## config.mk

```make
export PLATFORM = sky130hd
export DESIGN_NAME = regbank_seq_ctrl
export DESIGN_NICKNAME = d
export VERILOG_FILES = /design/src/rtl/regbank_seq_ctrl.sv
export SDC_FILE = /design/constraint.sdc
export NUM_CORES = 1
export LEC_CHECK = 0
export BUFFER_PORTS_ARGS = -buffer_cell sky130_fd_sc_hd__buf_4
export CORE_MARGIN = 1.5
export CORE_UTILIZATION = 45
export CTS_BUF_LIST = sky130_fd_sc_hd__clkbuf_2 sky130_fd_sc_hd__clkbuf_4 sky130_fd_sc_hd__clkbuf_8
export CTS_CLUSTER_DIAMETER = 80
export DETAILED_ROUTE_END_ITERATION = 8
export PLACE_DENSITY = 0.76
export SLEW_MARGIN = 20
export SYNTH_ARGS = -nofsm -noshare
export SYNTH_HDL_FRONTEND = slang
export SYNTH_SLANG_ARGS = --single-unit
```

## constraint.sdc

```tcl
create_clock -name i_clk -period 2.05 [get_ports i_clk]
set_input_delay 0.3075 -clock i_clk [delete_from_list [all_inputs] [get_ports i_clk]]
set_output_delay 0.3075 -clock i_clk [all_outputs]
set_load 0.02 [all_outputs]
```

## src/rtl/regbank_seq_ctrl.sv

```systemverilog
// Fetch/decode/execute/write-back sequencer for the 16x8 register bank and ALU.
// Optional retired-instruction counter is enabled by defining REGBANK_SEQ_RETIRE_CNT_EN.
module regbank_seq_ctrl #(
    parameter int unsigned EXEC_CYCLES = 1,
    parameter int unsigned PC_W        = 8
) (
    input  logic            i_clk,
    input  logic            i_reset,
    input  logic            i_start,
    output logic            o_imem_req,
    output logic [PC_W-1:0] o_pc,
    input  logic            i_imem_ack,
    input  logic [15:0]     i_instr,
    output logic [3:0]      o_read_reg1,
    output logic [3:0]      o_read_reg2,
    output logic [3:0]      o_alu_op,
    output logic            o_write_en,
    output logic [3:0]      o_write_reg,
    output logic            o_busy,
    output logic            o_halted
`ifdef REGBANK_SEQ_RETIRE_CNT_EN
    ,
    output logic [15:0]     o_retired
`endif
);

    typedef enum logic [2:0] {
        StIdle,
        StFetch,
        StDecode,
        StExec,
        StWb,
        StHalt
    } state_e;

    localparam logic [3:0] OpNop  = 4'h0;
    localparam logic [3:0] OpJmp  = 4'hE;
    localparam logic [3:0] OpHalt = 4'hF;

    state_e          state_q, state_d;
    logic [PC_W-1:0] pc_q, pc_d;
    logic [15:0]     ir_q, ir_d;
    logic [3:0]      cnt_q, cnt_d;

    logic [3:0] opcode;
    assign opcode = ir_q[15:12];

    always_ff @(posedge i_clk or negedge i_reset) begin
        if (!i_reset) begin
            state_q <= StIdle;
            pc_q    <= '0;
            ir_q    <= '0;
            cnt_q   <= '0;
        end else begin
            state_q <= state_d;
            pc_q    <= pc_d;
            ir_q    <= ir_d;
            cnt_q   <= cnt_d;
        end
    end

    always_comb begin
        state_d = state_q;
        pc_d    = pc_q;
        ir_d    = ir_q;
        cnt_d   = cnt_q;
        unique case (state_q)
            StIdle: begin
                if (i_start) state_d = StFetch;
            end
            StFetch: begin
                if (i_imem_ack) begin
                    ir_d    = i_instr;
                    state_d = StDecode;
                end
            end
            StDecode: begin
                case (opcode)
                    OpHalt: state_d = StHalt;
                    OpJmp: begin
                        pc_d    = PC_W'(ir_q[7:0]);
                        state_d = StFetch;
                    end
                    OpNop: begin
                        pc_d    = pc_q + PC_W'(1);
                        state_d = StFetch;
                    end
                    default: begin
                        // Counter reaching zero marks the last EXEC cycle.
                        cnt_d   = 4'(EXEC_CYCLES - 1);
                        state_d = StExec;
                    end
                endcase
            end
            StExec: begin
                if (cnt_q == 4'd0) state_d = StWb;
                else               cnt_d   = cnt_q - 4'd1;
            end
            StWb: begin
                pc_d    = pc_q + PC_W'(1);
                state_d = StFetch;
            end
            StHalt: begin
                if (i_start) begin
                    pc_d    = '0;
                    state_d = StFetch;
                end
            end
            default: state_d = StIdle;
        endcase
    end

    // Outputs decode from registered state only.
    always_comb begin
        o_imem_req  = (state_q == StFetch);
        o_pc        = pc_q;
        o_read_reg1 = 4'd0;
        o_read_reg2 = 4'd0;
        o_alu_op    = 4'd0;
        o_write_en  = 1'b0;
        o_write_reg = 4'd0;
        o_busy      = (state_q != StIdle) && (state_q != StHalt);
        o_halted    = (state_q == StHalt);
        if ((state_q == StDecode) || (state_q == StExec)) begin
            o_read_reg1 = ir_q[7:4];
            o_read_reg2 = ir_q[3:0];
        end
        if (state_q == StExec) o_alu_op = opcode;
        if (state_q == StWb) begin
            o_write_reg = ir_q[11:8];
            o_write_en  = (ir_q[11:8] != 4'd0);
        end
    end

`ifdef REGBANK_SEQ_RETIRE_CNT_EN
    logic [15:0] retired_q, retired_d;
    logic        retire;

    assign retire = (state_q == StWb) ||
                    ((state_q == StDecode) && ((opcode == OpNop) || (opcode == OpJmp)));

    always_comb begin
        retired_d = retired_q;
        if ((state_q == StHalt) && i_start) retired_d = 16'd0;
        else if (retire)                    retired_d = retired_q + 16'd1;
    end

    always_ff @(posedge i_clk or negedge i_reset) begin
        if (!i_reset) retired_q <= 16'd0;
        else          retired_q <= retired_d;
    end

    assign o_retired = retired_q;
`endif

endmodule

```

# [Word level (Yosys, flattened, before mapping)]
# Cells that the tools add are included.
[word_totals] ff_bits=31 elab_cells=53 output_inout_bits=28 in_bits=20
[op_classes] n_reduce_logical=16 add_sub_neg=2 mux=16 eq_ne=15
[op_table] op="4-bit 2-to-1 mux" n=6
[op_table] op="8-bit case mux with 3 select lines" n=1
[op_table] op="8-bit case mux with 2 select lines" n=1
[op_table] op="3-bit case mux with 5 select lines" n=1
[op_table] op="3-bit 2-to-1 mux" n=3
[op_table] op="3-bit AND reduction" n=3
[op_table] op="8-bit by 1-bit adder with 8-bit output, second input constant" n=1
[op_table] op="4-bit equality test, second input constant" n=2
[op_table] op="4-bit zero test" n=2
[op_table] op="8-bit 2-to-1 mux" n=1
[op_table] op="2-bit inequality test, second input constant" n=4
[op_table] op="4-bit case mux with 2 select lines" n=1
[op_table] op="3-bit by 2-bit equality test with 1-bit output, second input constant" n=2
[op_table] op="3-bit equality test, second input constant" n=2
[op_table] op="3-bit case mux with 2 select lines" n=1
[op_table] op="3-bit nonzero test" n=2
[op_table] op="2-bit by 1-bit inequality test with 1-bit output, second input constant" n=2
[op_table] op="4-bit nonzero test" n=1
[op_table] op="2-bit OR reduction" n=2
[op_table] op="4-bit by 1-bit subtractor with 4-bit output, second input constant" n=1
[op_table] op="3-bit by 1-bit equality test with 1-bit output, second input constant" n=1
[op_table] op="3-bit zero test" n=1
[op_table] op="3-bit by 1-bit inequality test with 1-bit output, second input constant" n=1
[op_table] op="3-bit inequality test, second input constant" n=1
[op_table] op="6 further kinds" n=6

# [Logic depth before layout (Yosys ltp)]
# Gate-level depths: netlist of the first run.
[logic_depth] depth_word=4 mapped_depth=7 mapped_depth_nobuf=6

# [Worst setup path before layout of the first run]
# No wires, ideal clock.
[synth_timing] path_kind="reg-to-reg" from="register state_q[2]" to="register ir_q[10]" path_stages_with_launch=7 setup_time_ps=125 period_less_slack_ps=1873 n_path_buf=3 setup_slack_ps=177 required_time_ps=1925 t_arrival_ps=1748 cell_sequence="dfrtp_1 buf_2 nor3b_2 and2_1 buf_2 buf_4 mux2_2"
[synth_via] elab_chain_len=2
[synth_lines] item="from (decl)" line="40" source="state_e state_q, state_d;"
[synth_lines] item="from (signal assigned)" line="50" source="state_q <= StIdle;"
[synth_lines] item="from (signal assigned)" line="55" source="state_q <= state_d;"
[synth_lines] item="3-bit by 1-bit equality test with 1-bit output"
[synth_lines] item="named net o_imem_req" line="10" source="output logic o_imem_req,"
[synth_lines] item="2-bit AND reduction (no source line)"
[synth_lines] item="to (signal assigned)" line="57" source="ir_q <= ir_d;"
[synth_lines] item="to (decl)" line="42" source="logic [15:0] ir_q, ir_d;"
# The timed path passes the listed nets, and every way through them passes these cells.
# A chain may end at the register's enable or synchronous reset.

# [Worst setup path in the final report of the first run]
[layout_timing] from="register state_q[1]" to="output port o_write_en"
[layout_via] elab_chain_len=2
[layout_lines] item="3-bit equality test" line="129" source="if (state_q == StWb) begin"
[layout_lines] item="1-bit 2-to-1 mux" line="129"
[layout_lines] item="to (decl)" line="17" source="output logic o_write_en,"
# Every way passes these cells.

==> flow_summary_export.csv, run 1 <==
group,metric,value,unit
placed_design,gp_congestion,0.832,
min_path,min_path_type,"primary input to flop",
timing,tightest_slew,0.411,ns
timing,period_minus_slack,1.90,ns
layout,nNetsFinal,255,
floorplanning,core_area,0.00377,sq mm
power_and_ir_drop,p_leak,1.11,nW
route,wl_per_cell,15.6,um
clock_tree,cts_sinks,31,
timing,rsz0062_at_grt,"no",
setup_path,crit_path_start_kind,"flop",
timing,setup_viol,0,
setup_path,critPathCaptureType,"primary output",
clock_tree,root_buffer,"clkbuf_8",
layout,instances_no_fill,282,
job,cap_violations,0,
route,ant_nets,0,
setup_path,max_stage_delay,0.48,ns
floorplanning,die_area,0.00442,sq mm
route,drt_iter0_drc,127,
global_route,grt_pass1_wl,7360,um
placed_design,place_hpwl,3270,um
power_and_ir_drop,vdd_ir_drop_max,0.733,mV
logic_synthesis,postSynthCellCount,179,
route,vias,1598,
global_route,first_global_vias,1551,
setup_path,rrSetupSlack,0.33,ns
timing,fmax,0.526,GHz
timing,tns,0,ns
floorplanning,boundaryPins,48,
global_route,grt_usage,22.1,%
route,drc,0,
layout,drive_above_1_share,39.7,%
power_and_ir_drop,p_per_area,1470,mW/mm^2
logic_synthesis,netlist.area_leader.share,42.7,%
layout,post-route-util,62.3,%
setup_path,critPathSlowestCell,"dfrtp_1",
setup_path,critical_path.cell_chain,"nand2b_1, nor3_1, buf_4",
setup_path,cp_max_fo,9,
min_path,worstHoldStart,"i_instr[12]",
layout,synthToLayoutAreaGrowth,29.4,%
timing,slew_headroom,72.6,%
run_status,status,"completed",
logic_synthesis,async_flop_share,100,%
logic_synthesis,yosysTopAreaCell,"dfrtp_1",
route,drt_wl_total,4390,um
placed_design,portBuffers,47,
clock_tree,cts.reportedPaths.clkPinSlew,0.06,ns
setup_path,reg2reg_depth,4,
route,dr.pass1.iters,4,
floorplanning,die_y,66.5,um
global_route,antenna_found_initial,0,
global_route,grt-ovfl-total,0,
logic_synthesis,synth_edf_count,0,
min_path,whs_path_depth,3,
layout,final_area,0.00235,sq mm
logic_synthesis,synth_top_flop_cell,"dfrtp_1",
setup_path,r2r-end,"o_pc[6]",
floorplanning,rows,22,
floorplanning,floorplan.initialDensity,48.1,%
logic_synthesis,synth_area_leaders,"dfrtp_1 (43%), mux2_2 (9.3%), and2_1 (5.5%), a22oi_1 (3.3%), inv_1 (2.1%)",
layout,antenna_cells,0,
placed_design,placed_area,0.00224,sq mm
logic_synthesis,synth.ff_latch_count,31,
logic_synthesis,ys_seq_area_share,42.7,%
timing,slew_viol_final,0,
logic_synthesis,synth_common_cells,"dfrtp_1 (31), and2_1 (16), mux2_2 (15)",
timing,fin_crit_sh,92.8,%
global_route,grt_max_degree,32,
setup_path,critical_path_arrival,1.59,ns
logic_synthesis,syn_avg_cell_area,10.1,sq um
clock_tree,cts_htree_levels,2,
floorplanning,fp.dieW,66.5,um
clock_tree,cts_tree,"yes",
logic_synthesis,synth.distinct_cells,51,
clock_tree,clock_tree.buffer_depth,2,
logic_synthesis,synth-warning-count,0,
timing,skew,0.00403,ns
clock_tree,post_cts_buffers,0,
setup_path,critPathRequiredTime,1.74,ns
route,vias_per_cell,5.67,
timing,final_hold_viol_count,0,
logic_synthesis,yosysMostFrequentCell,"dfrtp_1",
setup_path,reg2reg_from,"ir_q[13]",
logic_synthesis,syn_area,0.00182,sq mm
logic_synthesis,syn-num-nets,201,
clock_tree,numCtsBuffers,5,
min_path,min_to,"ir_q[12]",
placed_design,placed_cells,273,
clock_tree,clk-insertion-delay-late,0.28,ns
setup_path,criticalPathCategory,"flop to primary output",
==> layout by cell type (no fill, tap or decap), types with 6 or more instances in the layout <==
cell type	count
buf_4	56
dfrtp_1	30
and2_1	16
mux2_2	15
inv_1	10
a22oi_1	8
nand2_1	8
nor2_1	7
o21ai_0	6
==> critical path, delay by kind of cell, from the launching register on <==
family	cells	cell delay (ns)
buf+inv	1	0.18
flops	1	0.48
simple gates	2	0.65
==> routing by layer <==
| layer | global-route usage (%) | vias up | share of wire (%) |
|---|---|---|---|
| met4 | 5.61 | 0 | 0.57 |
| met2 | 35.1 | 57 | 48 |
| met3 | 5.41 | 4 | 6.3 |
| met1 | 30.1 | 769 | 46 |
| li1 | - | 768 | - |
| met5 | 0 | - | 0 |
==> through the flow <==
step / power [mW] / hold WS, ns / worst slack [ns]
2_1_floorplan: 2.35 / 0.0119 / 0.177
3_3_place_gp: 2.92 / 0.265 / 0.297
3_5_place_dp: 2.97 / 0.266 / 0.256
4_1_cts: 3.47 / 0.247 / 0.123
5_1_grt: 3.71 / 0.254 / 0.0511
6_report: 3.46 / 0.244 / 0.148
==> cell type report <==
type                       count  area (sq um)
multi-input combinational    127           952
fill                         303          1420
tap                           48          60.1
clock buffer                   7          83.8
timing repair buffer          57           430
sequential                    31           777
inverter                      11          41.3
clock inverter                 1          5.00
==> where the power goes <==
part | switching (mW) | internal (mW) | total, mW | leakage (nW)
Combinational | 0.915 | 0.859 | 1.77 | 0.693
Clock | 0.221 | 0.264 | 0.485 | 0.0491
Sequential | 0.335 | 0.866 | 1.20 | 0.372
Total | 1.47 | 1.99 | 3.46 | 1.11
==> logic make-up (layout without fill, tap and decap cells) <==
group,Yosys count,in the layout,synth area share [%]
AOI/OAI and AO/OA,42,42,18.1
xor gates and xnor gates,3,3,1.45
muxes,16,16,9.86
buffers and inverters,21,76,5.10
adders and majority gates,2,2,1.38
DFF,31,31,42.7
and+or+nand+nor,64,64,21.4
==> worst max-delay path by stage <==
stage                          start        endpoint  depth (start not counted)
final                     state_q[1]      o_write_en                          3
after global routing      state_q[1]      o_write_en                          3
after CTS                 state_q[0]        o_halted                          3
after detailed placement  state_q[0]  o_write_reg[0]                          3
after global placement    state_q[0]  o_write_reg[3]                          3
after floorplan           state_q[2]        ir_q[10]                          6
==> state kept, by name (all words and copies together), names as in the netlist <==
name,count
cnt_q,4
o_pc,8
ir_q,16
state_q,3
==> timing repair <==
item,in CTS,in global routing
hold buffers,1,0
gates resized for setup,1,1
endpoints found under the setup margin,4,1
endpoints found under the hold margin,31,0
pin swaps,0,0
gates cloned,0,0
No activity file was read; power rests on OpenSTA's default activity.
==> run 2: changes to the inputs <==
--- a/config.mk
+++ b/config.mk
@@ -11,6 +11,7 @@
 export CTS_BUF_LIST = sky130_fd_sc_hd__clkbuf_2 sky130_fd_sc_hd__clkbuf_4 sky130_fd_sc_hd__clkbuf_8
 export CTS_CLUSTER_DIAMETER = 80
 export DETAILED_ROUTE_END_ITERATION = 8
+export HOLD_SLACK_MARGIN = 0.06
 export PLACE_DENSITY = 0.76
 export SLEW_MARGIN = 20
 export SYNTH_ARGS = -nofsm -noshare
==> constraint.sdc (replaced) <==
create_clock -name i_clk -period 2 [get_ports i_clk]
set_input_delay 0.3 -clock i_clk [delete_from_list [all_inputs] [get_ports i_clk]]
set_output_delay 0.3 -clock i_clk [all_outputs]
set_load 0.02 [all_outputs]
==> run 2 against run 1 <==
  * Worst setup slack got worse by 0.073 ns
  * Largest cell class unchanged
  * Sequential power barely moved
  * Worst hold slack got worse by 0.023 ns
  * Die area did not move
==> flow_summary_export.csv, run 2 (synthesis gave the netlist of run 1 again) <==
group,metric,value,unit
timing,whs,0.221,ns
clock_tree,clk-insertion-delay-late,0.29,ns
placed_design,placed_area,0.00226,sq mm
placed_design,portBuffers,47,
layout,post-route-util,63.3,%
layout,nNetsFinal,255,
clock_tree,clock_tree.buffer_depth,2,
timing,fin_ws,0.0747,ns
layout,largest_register_ffs,16,
power_and_ir_drop,vdd_ir_drop_max,0.823,mV
timing,setup_viol,0,
layout,final_cell_mix,"buf_4 (55), dfrtp_1 (31), and2_1 (16)",
min_path,worstHoldStart,"i_instr[12]",
route,ant_nets,0,
timing,fin_crit_sh,96.3,%
clock_tree,cts_tree,"yes",
clock_tree,post_cts_buffers,0,
setup_path,crit_start,"state_q[1]",
layout,multi_input_area,950,sq um
route,drt_wl_total,4260,um
timing,slew_headroom,70.9,%
setup_path,criticalPathCategory,"flop to primary output",
floorplanning,die_y,66.5,um
layout,nFillCells,313,
setup_path,critPathCaptureType,"primary output",
clock_tree,cts_sinks,31,
setup_path,crit_path_start_kind,"flop",
route,vias,1577,
timing,period_minus_slack,1.93,ns
power_and_ir_drop,p_per_area,1550,mW/mm^2
min_path,min_path_type,"primary input to flop",
run_status,status,"completed",
route,drc,0,
setup_path,max_stage_delay,0.51,ns
clock_tree,cts_htree_levels,2,
route,dr.pass1.iters,4,
floorplanning,rows,22,
global_route,grt_usage,21.2,%
floorplanning,floorplan.initialDensity,48.1,%
placed_design,post-place-ws,0.318,ns
route,drt_iter0_drc,131,
floorplanning,fp.dieW,66.5,um
clock_tree,numCtsBuffers,5,
route,wl_per_cell,15.1,um
clock_tree,root_buffer,"clkbuf_8",
layout,instances_no_fill,282,
placed_design,place_hpwl,3100,um
layout,drive_above_1_share,39.3,%
placed_design,placed_cells,273,
layout,top_register,"ir_q",
layout,antenna_cells,0,
setup_path,critical_path_arrival,1.63,ns
timing,final_hold_viol_count,0,
timing,tightest_slew,0.437,ns
setup_path,critical_path.cell_chain,"nor2b_2, buf_4, and3_1, buf_4",
clock_tree,cts.reportedPaths.clkPinSlew,0.07,ns
layout,seqCellArea,776,sq um
job,cap_violations,0,
setup_path,critPathMostFrequentCell,"buf_4",
global_route,antenna_found_initial,0,
timing,rsz0062_at_grt,"no",
global_route,grt_max_degree,32,
power_and_ir_drop,p_leak,1.13,nW
floorplanning,die_area,0.00442,sq mm
power_and_ir_drop,power.total,3.71,mW
layout,final_common_cell,"buf_4",
timing,fmax,0.519,GHz
setup_path,critPathSlowestCell,"dfrtp_1",
timing,skew,0.00636,ns
floorplanning,core_area,0.00377,sq mm
setup_path,reg2reg_from,"state_q[0]",
timing,tns,0,ns
global_route,grt_pass1_wl,6990,um
floorplanning,boundaryPins,48,
route,vias_per_cell,5.59,
placed_design,gp_congestion,0.877,
setup_path,critPathRequiredTime,1.70,ns
global_route,grt-ovfl-total,0,
global_route,first_global_vias,1468,
setup_path,cp_max_fo,12,
layout,final_area,0.00239,sq mm
layout,synthToLayoutAreaGrowth,31.5,%
timing,slew_viol_final,0,
## run 2: path summary, 6_finish.rpt
path | to | slack (ns) | cells past startpoint
worst min register to register | ir_q[10] | 0.53 | 1
max in group asynchronous | ir_q[4] | 1.23 | 2
worst max-delay path | o_alu_op[0] | 0.07 | 4
min in group asynchronous | state_q[1] | 0.48 | 2
worst min-delay path | ir_q[12] | 0.22 | 3
worst max register to register | ir_q[1] | 0.31 | 4
## run 2: layout make-up
type / count / area share (%)
well taps: 48 / 2.52
flip-flops and latches: 31 / 32.5
inverters: 11 / 1.73
clock inverters: 2 / 1.47
clock buffers: 6 / 3.46
multi-input cells: 127 / 39.8
repair buffers: 57 / 18.6
## run 2: what timing repair did
item / 4_1_cts / 5_1_grt
endpoints found under the setup margin: 1 / 0
hold endpoints to repair: 31 / 0
resized for setup: 1 / 0
hold buffers: 1 / 0
## run 2: worst max-delay path: cells and delay by family (launching register included)
kind                   cells  cell delay, ns
buffers and inverters      2            0.34
DFF                        1            0.51
and+or+nand+nor            2            0.48
## run 2: power by group
group          switching [mW]  leakage [nW]  internal, mW
Combinational           0.956         0.696         0.899
Clock                   0.237        0.0612         0.403
Sequential              0.329         0.372         0.886
## run 2: metal layers
| layer | up-vias | global-route usage (%) | share of wire, % | wire, um |
|---|---|---|---|---|
| met1 | 750 | 30.6 | 47 | 2020 |
| li1 | 770 | - | - | - |
| met3 | 8 | 4.39 | 5.6 | 238 |
| met2 | 49 | 30.6 | 45 | 1940 |
| met5 | - | 0 | 0 | 0 |
| met4 | 0 | 8.93 | 1.5 | 66 |
==> run 3: changes to the inputs <==
--- a/config.mk
+++ b/config.mk
@@ -6,6 +6,7 @@
 export NUM_CORES = 1
 export LEC_CHECK = 0
 export BUFFER_PORTS_ARGS = -buffer_cell sky130_fd_sc_hd__buf_4
+export CORE_ASPECT_RATIO = 0.7
 export CORE_MARGIN = 1.5
 export CORE_UTILIZATION = 45
 export CTS_BUF_LIST = sky130_fd_sc_hd__clkbuf_2 sky130_fd_sc_hd__clkbuf_4 sky130_fd_sc_hd__clkbuf_8
@@ -13,7 +14,7 @@
 export DETAILED_ROUTE_END_ITERATION = 8
 export HOLD_SLACK_MARGIN = 0.06
 export PLACE_DENSITY = 0.76
-export SLEW_MARGIN = 20
+export SLEW_MARGIN = 25
 export SYNTH_ARGS = -nofsm -noshare
 export SYNTH_HDL_FRONTEND = slang
 export SYNTH_SLANG_ARGS = --single-unit
==> run 3 against run 2 <==
  * Clock power fell by 21%
  * Combinational power rose by 3%
  * Non-clock buffer count did not move
  * Worst hold slack improved by 0.028 ns
  * First-iteration DRC count rose by 4.6%
  * Count of clock-buffer cells in the layout did not move
  * Fmax rose by 3.8%
  * Total power fell by 1.7%
  * Via count rose by 3.9%
  * Final cell count rose by 1.1%
  * Routed wire length rose by 8.8%
==> flow_summary_export.csv, run 3 (synthesis gave the netlist of run 1 again) <==
group,metric,value,unit
global_route,grt_max_degree,32,
global_route,grt_pass1_wl,7470,um
route,ant_nets,0,
floorplanning,floorplan.initialDensity,46.6,%
clock_tree,clk-insertion-delay-late,0.28,ns
global_route,grt_usage,22.2,%
timing,fin_ws,0.145,ns
clock_tree,root_buffer,"clkbuf_8",
setup_path,crit_path_start_kind,"flop",
job,cap_violations,0,
layout,drive_above_1_share,40.3,%
route,wl_per_cell,16.3,um
clock_tree,clock_tree.buffer_depth,2,
timing,final_hold_viol_count,0,
timing,period_minus_slack,1.85,ns
clock_tree,cts_tree,"yes",
route,drt_wl_total,4630,um
route,vias,1639,
setup_path,critPathCaptureType,"primary output",
power_and_ir_drop,p_leak,1.11,nW
layout,nFillCells,340,
global_route,antenna_found_initial,0,
route,wl_met1,2180,um
power_and_ir_drop,p_per_area,1530,mW/mm^2
route,wl_met2,2030,um
layout,final_area,0.00237,sq mm
floorplanning,core_area,0.00390,sq mm
layout,final_cell_mix,"buf_4 (55), dfrtp_1 (30), and2_1 (16)",
global_route,first_global_vias,1489,
min_path,min_path_type,"primary input to flop",
floorplanning,fp.dieW,78.9,um
clock_tree,numCtsBuffers,5,
placed_design,portBuffers,47,
route,drt_iter0_drc,137,
placed_design,post-place-ws,0.275,ns
timing,fmax,0.539,GHz
placed_design,placed_area,0.00226,sq mm
power_and_ir_drop,power.total,3.64,mW
setup_path,critPathRequiredTime,1.70,ns
timing,slew_viol_final,0,
route,drc,0,
route,highest_layer,"met4",
layout,nNetsFinal,255,
setup_path,cp_max_fo,9,
global_route,grt-ovfl-total,0,
run_status,status,"completed",
power_and_ir_drop,vdd_ir_drop_max,0.768,mV
timing,tightest_slew,0.441,ns
layout,largest_register_ffs,16,
timing,slew_headroom,70.5,%
layout,final_common_cell,"buf_4",
floorplanning,boundaryPins,48,
clock_tree,cts_sinks,31,
route,wl_met3,386,um
layout,antenna_cells,0,
clock_tree,post_cts_buffers,0,
setup_path,criticalPathCategory,"flop to primary output",
placed_design,gp_congestion,0.921,
timing,tns,0,ns
placed_design,place_hpwl,3290,um
timing,rsz0062_at_grt,"no",
floorplanning,die_y,56.1,um
timing,skew,0.00462,ns
clock_tree,cts_htree_levels,2,
setup_path,critical_path_arrival,1.55,ns
route,dr.pass1.iters,4,
timing,setup_viol,0,
timing,fin_crit_sh,92.7,%
layout,synthToLayoutAreaGrowth,30.8,%
route,vias_per_cell,5.75,
layout,top_register,"ir_q",
clock_tree,cts.reportedPaths.clkPinSlew,0.07,ns
floorplanning,die_area,0.00443,sq mm
floorplanning,rows,19,
## run 3: cell count changes in the layout (fill, tap and decap cells not counted), sizes merged
cell	delta
clkinvlp	+1
clkinv	-1
bufinv	-1
## run 3: worst paths after layout
| kind | startpoint | endpoint | slack [ns] | cells past startpoint |
|---|---|---|---|---|
| max in group asynchronous | i_reset | state_q[0] | 1.20 | 2 |
| setup reg to reg | ir_q[13] | o_pc[7] | 0.24 | 4 |
| setup / recovery | state_q[2] | o_write_reg[3] | 0.15 | 4 |
| hold reg to reg | cnt_q[0] | cnt_q[0] | 0.52 | 1 |
| min in group asynchronous | i_reset | o_pc[5] | 0.49 | 2 |
| hold / removal | i_instr[12] | ir_q[12] | 0.25 | 3 |
## run 3: where the power goes
part | internal [mW] | switching, mW | leakage (nW)
Clock | 0.270 | 0.236 | 0.0470
Sequential | 0.887 | 0.349 | 0.372
Combinational | 0.911 | 0.992 | 0.696
Total | 2.07 | 1.58 | 1.11
## run 3: metal layers
| layer | global-route usage [%] | up-vias |
|---|---|---|
| met5 | 0 | - |
| met4 | 6.77 | 0 |
| met3 | 6.89 | 6 |
| met2 | 28.7 | 78 |
| met1 | 34.6 | 789 |
| li1 | - | 766 |
## run 3: repair_timing
item                                    CTS  global route
endpoints found under the setup margin    0            11
resized for setup                         0             5
endpoints found under the hold margin    31             0
hold buffers                              1             0
## run 3: final cells by class
class,instances,area (sq um),share of cell area [%]
clock buffer,6,82.6,3.48
tap,52,65.1,2.74
sequential,31,777,32.7
timing repair buffer,57,443,18.7
multi-input combinational,127,957,40.3
inverter,11,45.0,1.90
clock inverter,1,5.00,0.211
## run 3: worst max-delay path, cell delays in order (launching register included)
cell and delay (ns):
dfrtp_1 0.56, nor3b_1 0.27, buf_4 0.18, and2_1 0.13, buf_4 0.14
## run 3: through the flow
step                      utilization, %  hold WS, ns  std cells
after floorplan                        -      0.00441        179
after global placement              58.0        0.261        277
after detailed placement            58.0        0.256        277
after CTS                           60.5        0.243        285
after global routing                60.9        0.241        285
final                               60.9        0.248        285
